File: src/rtl/mem_stage_if.sv
// Signal bundle between the memory stage and its neighbours: EX-side handshake,
// WB-side handshake, data SRAM response, flushes and forwarding outputs.
interface mem_stage_if #(
   parameter int EX_TO_ME_W = 76,
   parameter int ME_TO_WB_W = 72
);
   logic                  EX_to_ME_Valid;
   logic [EX_TO_ME_W-1:0] EX_to_ME_Bus;
   logic                  ME_Allow_in;
   logic                  WB_Allow_in;
   logic                  ME_to_WB_Valid;
   logic [ME_TO_WB_W-1:0] ME_to_WB_Bus;
   logic                  data_sram_data_ok;
   logic [31:0]           data_sram_rdata;
   logic                  ertn_flush;
   logic                  excp_flush;
   logic [4:0]            ME_dest;
   logic [31:0]           ME_Forward_Res;
   logic                  ME_load_pending;

   modport master (
      output EX_to_ME_Valid, EX_to_ME_Bus, WB_Allow_in,
             data_sram_data_ok, data_sram_rdata, ertn_flush, excp_flush,
      input  ME_Allow_in, ME_to_WB_Valid, ME_to_WB_Bus,
             ME_dest, ME_Forward_Res, ME_load_pending
   );

   modport slave (
      input  EX_to_ME_Valid, EX_to_ME_Bus, WB_Allow_in,
             data_sram_data_ok, data_sram_rdata, ertn_flush, excp_flush,
      output ME_Allow_in, ME_to_WB_Valid, ME_to_WB_Bus,
             ME_dest, ME_Forward_Res, ME_load_pending
   );
endinterface

File: src/rtl/mem_stage.sv
// Pipeline memory stage: holds one EX bundle, waits for the data SRAM response,
// aligns/extends load data and hands the result to WB.
//
//  state     | meaning
//  ----------+----------------------------------------------------------
//  EMPTY     | no bundle held
//  WAIT_DATA | memory op held, waiting for its data_ok
//  READY     | result available, offered to WB
module mem_stage #(
   parameter int EX_TO_ME_W = 76,
   parameter int ME_TO_WB_W = 72
) (
   input  logic         clk,
   input  logic         resetn,
   mem_stage_if.slave   bus
);

   localparam logic [1:0] EMPTY     = 2'd0;
   localparam logic [1:0] WAIT_DATA = 2'd1;
   localparam logic [1:0] READY     = 2'd2;

   logic [1:0]  state;
   logic        me_valid;
   logic [1:0]  cancel_cnt;
   logic [31:0] rdata_buf;

   logic        syscall_r;
   logic        ertn_r;
   logic [2:0]  load_op_r;
   logic [31:0] pc_r;
   logic        gr_we_r;
   logic [4:0]  dest_r;
   logic [31:0] alu_r;

   logic        flush;
   logic        accept;
   logic        ex_mem_req;
   logic        data_consumed;
   logic        cancel_dec;
   logic        mine_outstanding;
   logic        ex_orphan;
   logic [2:0]  cancel_sum;
   logic [1:0]  cancel_next;
   logic        is_load;
   logic [7:0]  byte_sel;
   logic [15:0] half_sel;
   logic [31:0] final_result;

   assign flush      = bus.ertn_flush | bus.excp_flush;
   assign ex_mem_req = bus.EX_to_ME_Bus[73];

   assign bus.ME_Allow_in    = ~me_valid | ((state == READY) & bus.WB_Allow_in);
   assign accept             = bus.EX_to_ME_Valid & bus.ME_Allow_in & ~flush;
   assign bus.ME_to_WB_Valid = me_valid & (state == READY) & ~flush;

   // A response arriving while cancel_cnt != 0 belongs to an abandoned request.
   assign cancel_dec       = bus.data_sram_data_ok & (cancel_cnt != 2'd0);
   assign data_consumed    = (state == WAIT_DATA) & bus.data_sram_data_ok & (cancel_cnt == 2'd0);
   assign mine_outstanding = (state == WAIT_DATA) & ~data_consumed;
   assign ex_orphan        = bus.EX_to_ME_Valid & ex_mem_req;

   always_comb begin
      cancel_sum = {1'b0, cancel_cnt} - {2'b00, cancel_dec};
      if (flush) begin
         cancel_sum = cancel_sum + {2'b00, mine_outstanding} + {2'b00, ex_orphan};
      end
      cancel_next = (cancel_sum > 3'd3) ? 2'd3 : cancel_sum[1:0];
   end

   always_ff @(posedge clk or negedge resetn) begin
      if (!resetn) begin
         state      <= EMPTY;
         me_valid   <= 1'b0;
         cancel_cnt <= 2'd0;
         rdata_buf  <= 32'd0;
         syscall_r  <= 1'b0;
         ertn_r     <= 1'b0;
         load_op_r  <= 3'd0;
         pc_r       <= 32'd0;
         gr_we_r    <= 1'b0;
         dest_r     <= 5'd0;
         alu_r      <= 32'd0;
      end else begin
         cancel_cnt <= cancel_next;
         if (flush) begin
            me_valid <= 1'b0;
            state    <= EMPTY;
         end else begin
            if (accept) begin
               syscall_r <= bus.EX_to_ME_Bus[75];
               ertn_r    <= bus.EX_to_ME_Bus[74];
               load_op_r <= bus.EX_to_ME_Bus[72:70];
               pc_r      <= bus.EX_to_ME_Bus[69:38];
               gr_we_r   <= bus.EX_to_ME_Bus[37];
               dest_r    <= bus.EX_to_ME_Bus[36:32];
               alu_r     <= bus.EX_to_ME_Bus[31:0];
               me_valid  <= 1'b1;
               state     <= ex_mem_req ? WAIT_DATA : READY;
            end else if ((state == READY) && bus.WB_Allow_in) begin
               me_valid <= 1'b0;
               state    <= EMPTY;
            end
            if (data_consumed) begin
               rdata_buf <= bus.data_sram_rdata;
               state     <= READY;
            end
         end
      end
   end

   always_comb begin
      case (alu_r[1:0])
         2'd0:    byte_sel = rdata_buf[7:0];
         2'd1:    byte_sel = rdata_buf[15:8];
         2'd2:    byte_sel = rdata_buf[23:16];
         default: byte_sel = rdata_buf[31:24];
      endcase
      half_sel = alu_r[1] ? rdata_buf[31:16] : rdata_buf[15:0];
      is_load  = 1'b1;
      case (load_op_r)
         3'b001:  final_result = {{24{byte_sel[7]}}, byte_sel};
         3'b010:  final_result = {{16{half_sel[15]}}, half_sel};
         3'b011:  final_result = rdata_buf;
         3'b101:  final_result = {24'd0, byte_sel};
         3'b110:  final_result = {16'd0, half_sel};
         default: begin
            final_result = alu_r;
            is_load      = 1'b0;
         end
      endcase
   end

   assign bus.ME_to_WB_Bus    = {syscall_r, ertn_r, pc_r, gr_we_r, dest_r, final_result};
   assign bus.ME_dest         = dest_r & {5{me_valid & gr_we_r}};
   assign bus.ME_Forward_Res  = final_result;
   assign bus.ME_load_pending = me_valid & (state == WAIT_DATA) & is_load;

endmodule
File: src/flat_wrapper.sv
// flat-port wrapper written by rule: the top's interface ports become plain ports
module mem_stage_flat 
#(
   parameter int EX_TO_ME_W = 76,
   parameter int ME_TO_WB_W = 72
)
  (clk, resetn, bus_EX_to_ME_Valid, bus_EX_to_ME_Bus, bus_WB_Allow_in, bus_data_sram_data_ok, bus_data_sram_rdata, bus_ertn_flush, bus_excp_flush, bus_ME_Allow_in, bus_ME_to_WB_Valid, bus_ME_to_WB_Bus, bus_ME_dest, bus_ME_Forward_Res, bus_ME_load_pending);
  mem_stage_if #(.EX_TO_ME_W(EX_TO_ME_W), .ME_TO_WB_W(ME_TO_WB_W)) bus_i ();
  input  logic clk;
  input  logic resetn;
  input wire logic [$bits(bus_i.EX_to_ME_Valid)-1:0] bus_EX_to_ME_Valid;
  input wire logic [$bits(bus_i.EX_to_ME_Bus)-1:0] bus_EX_to_ME_Bus;
  input wire logic [$bits(bus_i.WB_Allow_in)-1:0] bus_WB_Allow_in;
  input wire logic [$bits(bus_i.data_sram_data_ok)-1:0] bus_data_sram_data_ok;
  input wire logic [$bits(bus_i.data_sram_rdata)-1:0] bus_data_sram_rdata;
  input wire logic [$bits(bus_i.ertn_flush)-1:0] bus_ertn_flush;
  input wire logic [$bits(bus_i.excp_flush)-1:0] bus_excp_flush;
  output wire logic [$bits(bus_i.ME_Allow_in)-1:0] bus_ME_Allow_in;
  output wire logic [$bits(bus_i.ME_to_WB_Valid)-1:0] bus_ME_to_WB_Valid;
  output wire logic [$bits(bus_i.ME_to_WB_Bus)-1:0] bus_ME_to_WB_Bus;
  output wire logic [$bits(bus_i.ME_dest)-1:0] bus_ME_dest;
  output wire logic [$bits(bus_i.ME_Forward_Res)-1:0] bus_ME_Forward_Res;
  output wire logic [$bits(bus_i.ME_load_pending)-1:0] bus_ME_load_pending;
  assign bus_i.EX_to_ME_Valid = bus_EX_to_ME_Valid;
  assign bus_i.EX_to_ME_Bus = bus_EX_to_ME_Bus;
  assign bus_i.WB_Allow_in = bus_WB_Allow_in;
  assign bus_i.data_sram_data_ok = bus_data_sram_data_ok;
  assign bus_i.data_sram_rdata = bus_data_sram_rdata;
  assign bus_i.ertn_flush = bus_ertn_flush;
  assign bus_i.excp_flush = bus_excp_flush;
  assign bus_ME_Allow_in = bus_i.ME_Allow_in;
  assign bus_ME_to_WB_Valid = bus_i.ME_to_WB_Valid;
  assign bus_ME_to_WB_Bus = bus_i.ME_to_WB_Bus;
  assign bus_ME_dest = bus_i.ME_dest;
  assign bus_ME_Forward_Res = bus_i.ME_Forward_Res;
  assign bus_ME_load_pending = bus_i.ME_load_pending;
  mem_stage #(.EX_TO_ME_W(EX_TO_ME_W), .ME_TO_WB_W(ME_TO_WB_W)) u_core (.clk(clk), .resetn(resetn), .bus(bus_i));
endmodule
File: config.mk
export PLATFORM = sky130hd
export DESIGN_NAME = mem_stage_flat
export DESIGN_NICKNAME = d
export VERILOG_FILES = /design/src/rtl/mem_stage_if.sv /design/src/rtl/mem_stage.sv /design/src/flat_wrapper.sv
export SDC_FILE = /design/constraint.sdc
export NUM_CORES = 1
export LEC_CHECK = 0
export CAP_MARGIN = 20
export CORE_ASPECT_RATIO = 1.75
export CORE_MARGIN = 5
export CORE_UTILIZATION = 45
export DETAILED_ROUTE_END_ITERATION = 10
export PLACE_DENSITY = 0.8
export SLEW_MARGIN = 10
export SYNTH_ARGS = -nofsm -noshare
export SYNTH_HDL_FRONTEND = slang
export SYNTH_SLANG_ARGS = --single-unit
File: constraint.sdc
create_clock -name clk -period 2.6 [get_ports clk]
set_clock_uncertainty 0.05 [all_clocks]
set_input_delay 0.39 -clock clk [delete_from_list [all_inputs] [get_ports clk]]
set_output_delay 0.39 -clock clk [all_outputs]
set_load 0.02 [all_outputs]
* Word-level counts from Yosys, hierarchy flattened
Index checks and enable logic that the tools add are counted.
** Operators by class
- Reductions and logical operators :: 9
- $add $sub $neg :: 3
- Equal/unequal tests :: 9
- Order comparisons :: 1
- Bitwise operators :: 19
- Mux-type cells :: 14
** Operator list (count)
- $pmux 32 s5 :: 1
- $pmux 8 s3 :: 1
- $mux 16 :: 1
- $and 1x1->1 :: 13
- $mux 2 :: 6
- $add 3x1->3 :: 2
- $eq 3x2->1 const B :: 2
- $eq 3x3->1 const B :: 2
- $and 5x5->5 :: 1
- $reduce_or 5->1 :: 1
- $eq 2x1->1 const B :: 2
- $eq 2x2->1 const B :: 2
- $logic_not 2->1 :: 2
- $mux 1 :: 4
- $reduce_and 2->1 :: 2
- $reduce_bool 4->1 :: 1
- $eq 3x1->1 const B :: 1
- $gt 3x2->1 const B :: 1
- $mux 3 :: 1
- $not 1->1 :: 3
- $reduce_bool 3->1 :: 1
- $sub 2x1->3 :: 1
- $or 1x1->1 :: 2
- $reduce_bool 2->1 :: 1
- $logic_and 1x1->1 :: 1
** Word-level totals
- Bits of input ports :: 115
- Bits in registers :: 112
- Logic and storage cells :: 66
- Output and inout port bits :: 112

* Logic depth before layout (Yosys ltp)
- Depth in word-level cells :: 10
- Depth in mapped cells :: 9
- Gate-level depth less buffers :: 9

* Worst setup path after synthesis
Ideal clock, no wire load.
- Kind :: reg-to-output
- From :: register u_core.alu_r[1]
- To :: output port bus_ME_to_WB_Bus[3]
- Arrival :: 1.736 ns
- Buffers on the path :: 4
- Cell stages (with the launch flop) :: 9
- Required time :: 2.160 ns
- Setup slack :: 0.424 ns
- Path through :: dfrtp_1 buf_6 buf_4 buf_4 mux2i_1 a22oi_1 a21oi_1 nor2_1 buf_4
** Between the ends
- Word-level cells in the longest chain between the ends :: 3
- Elaborated cells on any way between the ends :: 6
- Classes of those cells :: 2 x eq/ne; 3 x mux; 1 x reduce/logical
** Ends and longest elaborated chain
- from (decl) :: RTL line mem_stage.sv:33 : logic [31:0] alu_r;
- from (signal assigned) :: RTL line mem_stage.sv:96 : alu_r <= bus.EX_to_ME_Bus[31:0];
- $eq 2x2->1 (tied with other cells) :: RTL line mem_stage.sv:112 : case (alu_r[1:0])
- $pmux 8 s3 :: RTL line mem_stage.sv:112
- $pmux 32 s5 * :: RTL line mem_stage.sv:120 : case (load_op_r)
- to (decl) :: RTL line flat_wrapper.sv:20 : output wire logic [$bits(bus_i.ME_to_WB_Bus)-1:0] bus_ME_to_WB_Bus;
Every way passes the cells marked *; elsewhere a longest branch is shown, timed or not.

* Final worst setup path
- From :: register u_core.alu_r[1]
- To :: output port bus_ME_to_WB_Bus[2]
Same word-level chain as after synthesis.

==> results.md <==
* Clock Latency Late Sink at around 340 ps
* CP delay by family, top: multiplexers
* Sequential share of the synthesized area at 0.460
* Routed wire per std cell at 20.6 um
* Avg Cell Area, Syn at 12.7 sq um
* Peak Freq at 381 MHz
* Reg2reg setup slack at around 360 ps
* Final Hold Viols at 0
* Worst rel slew slack at 0.678
* Initial Util at 0.455
* Worst hold path type: reg -> reg
* Crit-path max cell delay at 530 ps
* IO Port Bufs at between 200 and 250
* Crit path kind: reg -> out
* Worst-margin pin slew at between 400 and 500 ps
* Commonest non-fill, non-tap cells in the layout: clkdlybuf4s50_1, dfrtp_1, mux2_2
* Critical path's slowest cell: mux4_2
* Finished Layout Cells at between 800 and 900
* Max Cap Viol at 0
* Io pins at 227
* Die H at 164 um
* Final worst setup slack at -24.1 ps
* Mapped cell area at 0.00609 sq mm
* Post-DP HPWL at 14.0 mm
* Setup TNS at -48.2 ps
* Peak supply drop at 410 uV
* Req. time, crit path at between 2000 and 2500 ps
* Min Clock Period, post-route at about 2600 ps
* Sink Count at roughly 110
* DRT Wirelength at between 15 and 20 mm
* Antenna viol nets, final at 0
* CTS tree: yes
* Antenna violations before repair at 0
* PD cells at a little over 800 mW/mm^2
* Final Setup Violations at 2
* Placed cell count at roughly 850
* Commonest non-fill, non-tap cell in the layout: clkdlybuf4s50_1
* Final hold slack at between 400 and 500 ps
* First DRT Iteration DRCs at between 100 and 150
* CTS Buf Count at 9
* DRC at 0
* Synth Register Bits at 112
* RSZ-0062 raised after global routing: true
* R2R depth at 9
* # nets final at ~800
* First-pass GRT wire length at about 28 mm
* Vias after detailed routing at 4645
* Final period utilization at 1.01
* Run status: complete, but fails checks
* Largest net degree at the start of global routing at 60
* R2R Path End: u_core.cancel_cnt[1]$_DFF_PN0_
* N_diodes at 0
* Hold Path End: u_core.pc_r[19]$_DFFE_PN0P_
* Number of global-route vias before repair at ~5300
* CP cell instances: buf_12 -> buf_6 -> mux4_2 -> mux4_2 -> buf_6
* Area Growth Syn to Fin at 42.2%
* Full die area at roughly 0.016 sq mm
* Routability cong. at about 0.9
* Pre-CTS setup slack at 2.48 ps
* Core region area at approximately 0.013 sq mm
* Worst Path Buf+Inv at 3
* CP Data Arrival Time at roughly 2200 ps
* HP Start: u_core.pc_r[19]$_DFFE_PN0P_
* Iteration count of the initial detailed-routing pass at 4
* Hold depth at 1
* Syn_nets at about 600
* Vias/cell at roughly 5.3
* Violated checks: setup timing
* Die Wd at 97.9 um
* Max Slew Vio Count at 0
* CTS max path bufs at 2
* Cell Rows at 56
* Gate count of the mapped netlist at roughly 480
* Warning count from the yosys run at 0
* Worst setup EP type: output port
* Layout cells sized above 1 at 0.354
* Crit Path Max Fanout at 6
* GR Overflow Total at 0
* Pleak at between 4 and 5 nW
* Fillers at just over 1000
* Final Util at 0.647
* CTS Root Cell: clkbuf_16
* H-Tree Depth at 3
* Critical Path Source Type: flip-flop
* Synth unique cells at between 40 and 50
* GRT Total Usage at 0.222
* Clock slew at reported path FFs at 70 ps
* R2R Path Start: u_core.cancel_cnt[0]$_DFF_PN0_
-- worst max-delay path by stage --
stage                                          from                        endpoint  slack (ps)  depth (start not counted)
global route        u_core.load_op_r[0]$_DFFE_PN0P_           bus_ME_Forward_Res[3]         -70                          8
CTS                     u_core.alu_r[1]$_DFFE_PN0P_             bus_ME_to_WB_Bus[2]         -50                          5
detailed placement            bus_data_sram_data_ok  u_core.cancel_cnt[1]$_DFF_PN0_           2                          9
floorplan               u_core.alu_r[1]$_DFFE_PN0P_             bus_ME_to_WB_Bus[3]         420                          8
global placement              bus_data_sram_data_ok  u_core.cancel_cnt[1]$_DFF_PN0_          60                          9
finish                  u_core.alu_r[1]$_DFFE_PN0P_             bus_ME_to_WB_Bus[2]         -20                          5
-- report_power, final --
group,switching (mW),internal (mW)
combinational,1.76,1.63
sequential,0.232,2.05
clock,0.639,0.813
total,2.63,4.49
-- registers in the layout (all words and copies together) (netlist names), 2 cells and up --
register and flops:
u_core.pc_r 32, u_core.dest_r 5, u_core.rdata_buf 32, u_core.alu_r 32, u_core.load_op_r 3, u_core.state 2, u_core.cancel_cnt 2
-- kinds of logic (layout without fill, tap and decap cells) --
kind of cell	after synthesis	in the layout	synth area share
fa+ha+maj	4	4	0.00945
compound gates	72	72	0.0941
simple gates	88	88	0.0713
flops	112	112	0.460
buf+inv	72	292	0.0851
mux	128	128	0.277
xor+xnor	2	2	0.00288
-- worst register-to-register path: cells and delay by family, from the launching register on --
kind	cells	cell delay (ps)
AO/OA/AOI/OAI	2	230
buffers and inverters	1	70
flip-flops	1	390
adder cells (fa/ha/maj)	3	980
AND/OR/NAND/NOR	3	420
-- metal layers --
metal  vias to the layer above  track usage  wire length, um
met5                         -            0                0
li1                       2112            -                -
met3                        35       0.0625             1250
met4                         0       0.0800              565
met2                       198        0.425             9950
met1                      2300        0.226             6180
-- synthesized netlist by cell type (all sizes together) --
library cell	instances	share of area
a211oi	2	0.0025
a21o	1	0.0012
a21oi	10	0.010
a221o	9	0.015
a22o	5	0.0072
a22oi	5	0.0062
a31oi	2	0.0045
and3	8	0.0090
and4b	1	0.0016
buf	61	0.078
clkbuf	2	0.0012
dfrtp	112	0.46
fa	1	0.0033
ha	3	0.0062
inv	9	0.0055
mux2	111	0.24
mux2i	11	0.018
mux4	6	0.023
nand2	14	0.0099
nand2b	3	0.0031
nand3	2	0.0016
nand3b	2	0.0025
nor2	43	0.027
nor2b	9	0.0092
nor3	3	0.0043
nor3b	1	0.0012
o211ai	1	0.0012
o21ai	14	0.012
o221ai	1	0.0014
o22a	17	0.024
o22ai	1	0.0021
o2bb2a	1	0.0016
o311a	1	0.0016
o32a	1	0.0016
o32ai	1	0.0014
or2	1	0.0010
or2b	1	0.0012
xnor2	2	0.0029
-- what timing repair did --
action,4_1_cts,5_1_grt
gates resized for setup,196,48
cloned,1,1
endpoints found under the hold margin,35,0
hold buffers,1,0
setup buffers,2,0
endpoints found under the setup margin,65,43
pin swaps,1,2
-- cell type report --
class	instances	area [sq um]	share of cell area
well taps	174	218	0.0251
multi-input cells	294	2820	0.325
clock inverters	4	58.8	0.00679
clock buffers	12	256	0.0296
flip-flops and latches	112	2800	0.324
inverters	9	33.8	0.00390
repair buffers	267	2470	0.286
-- through the flow --
step	instance area [sq um]	power, mW
after floorplan	6090	4.48
after global placement	8470	5.88
after detailed placement	8470	5.97
after CTS	8720	7.20
after global routing	8660	7.48
final	8660	7.12
Power figures use the tool's default switching activity.
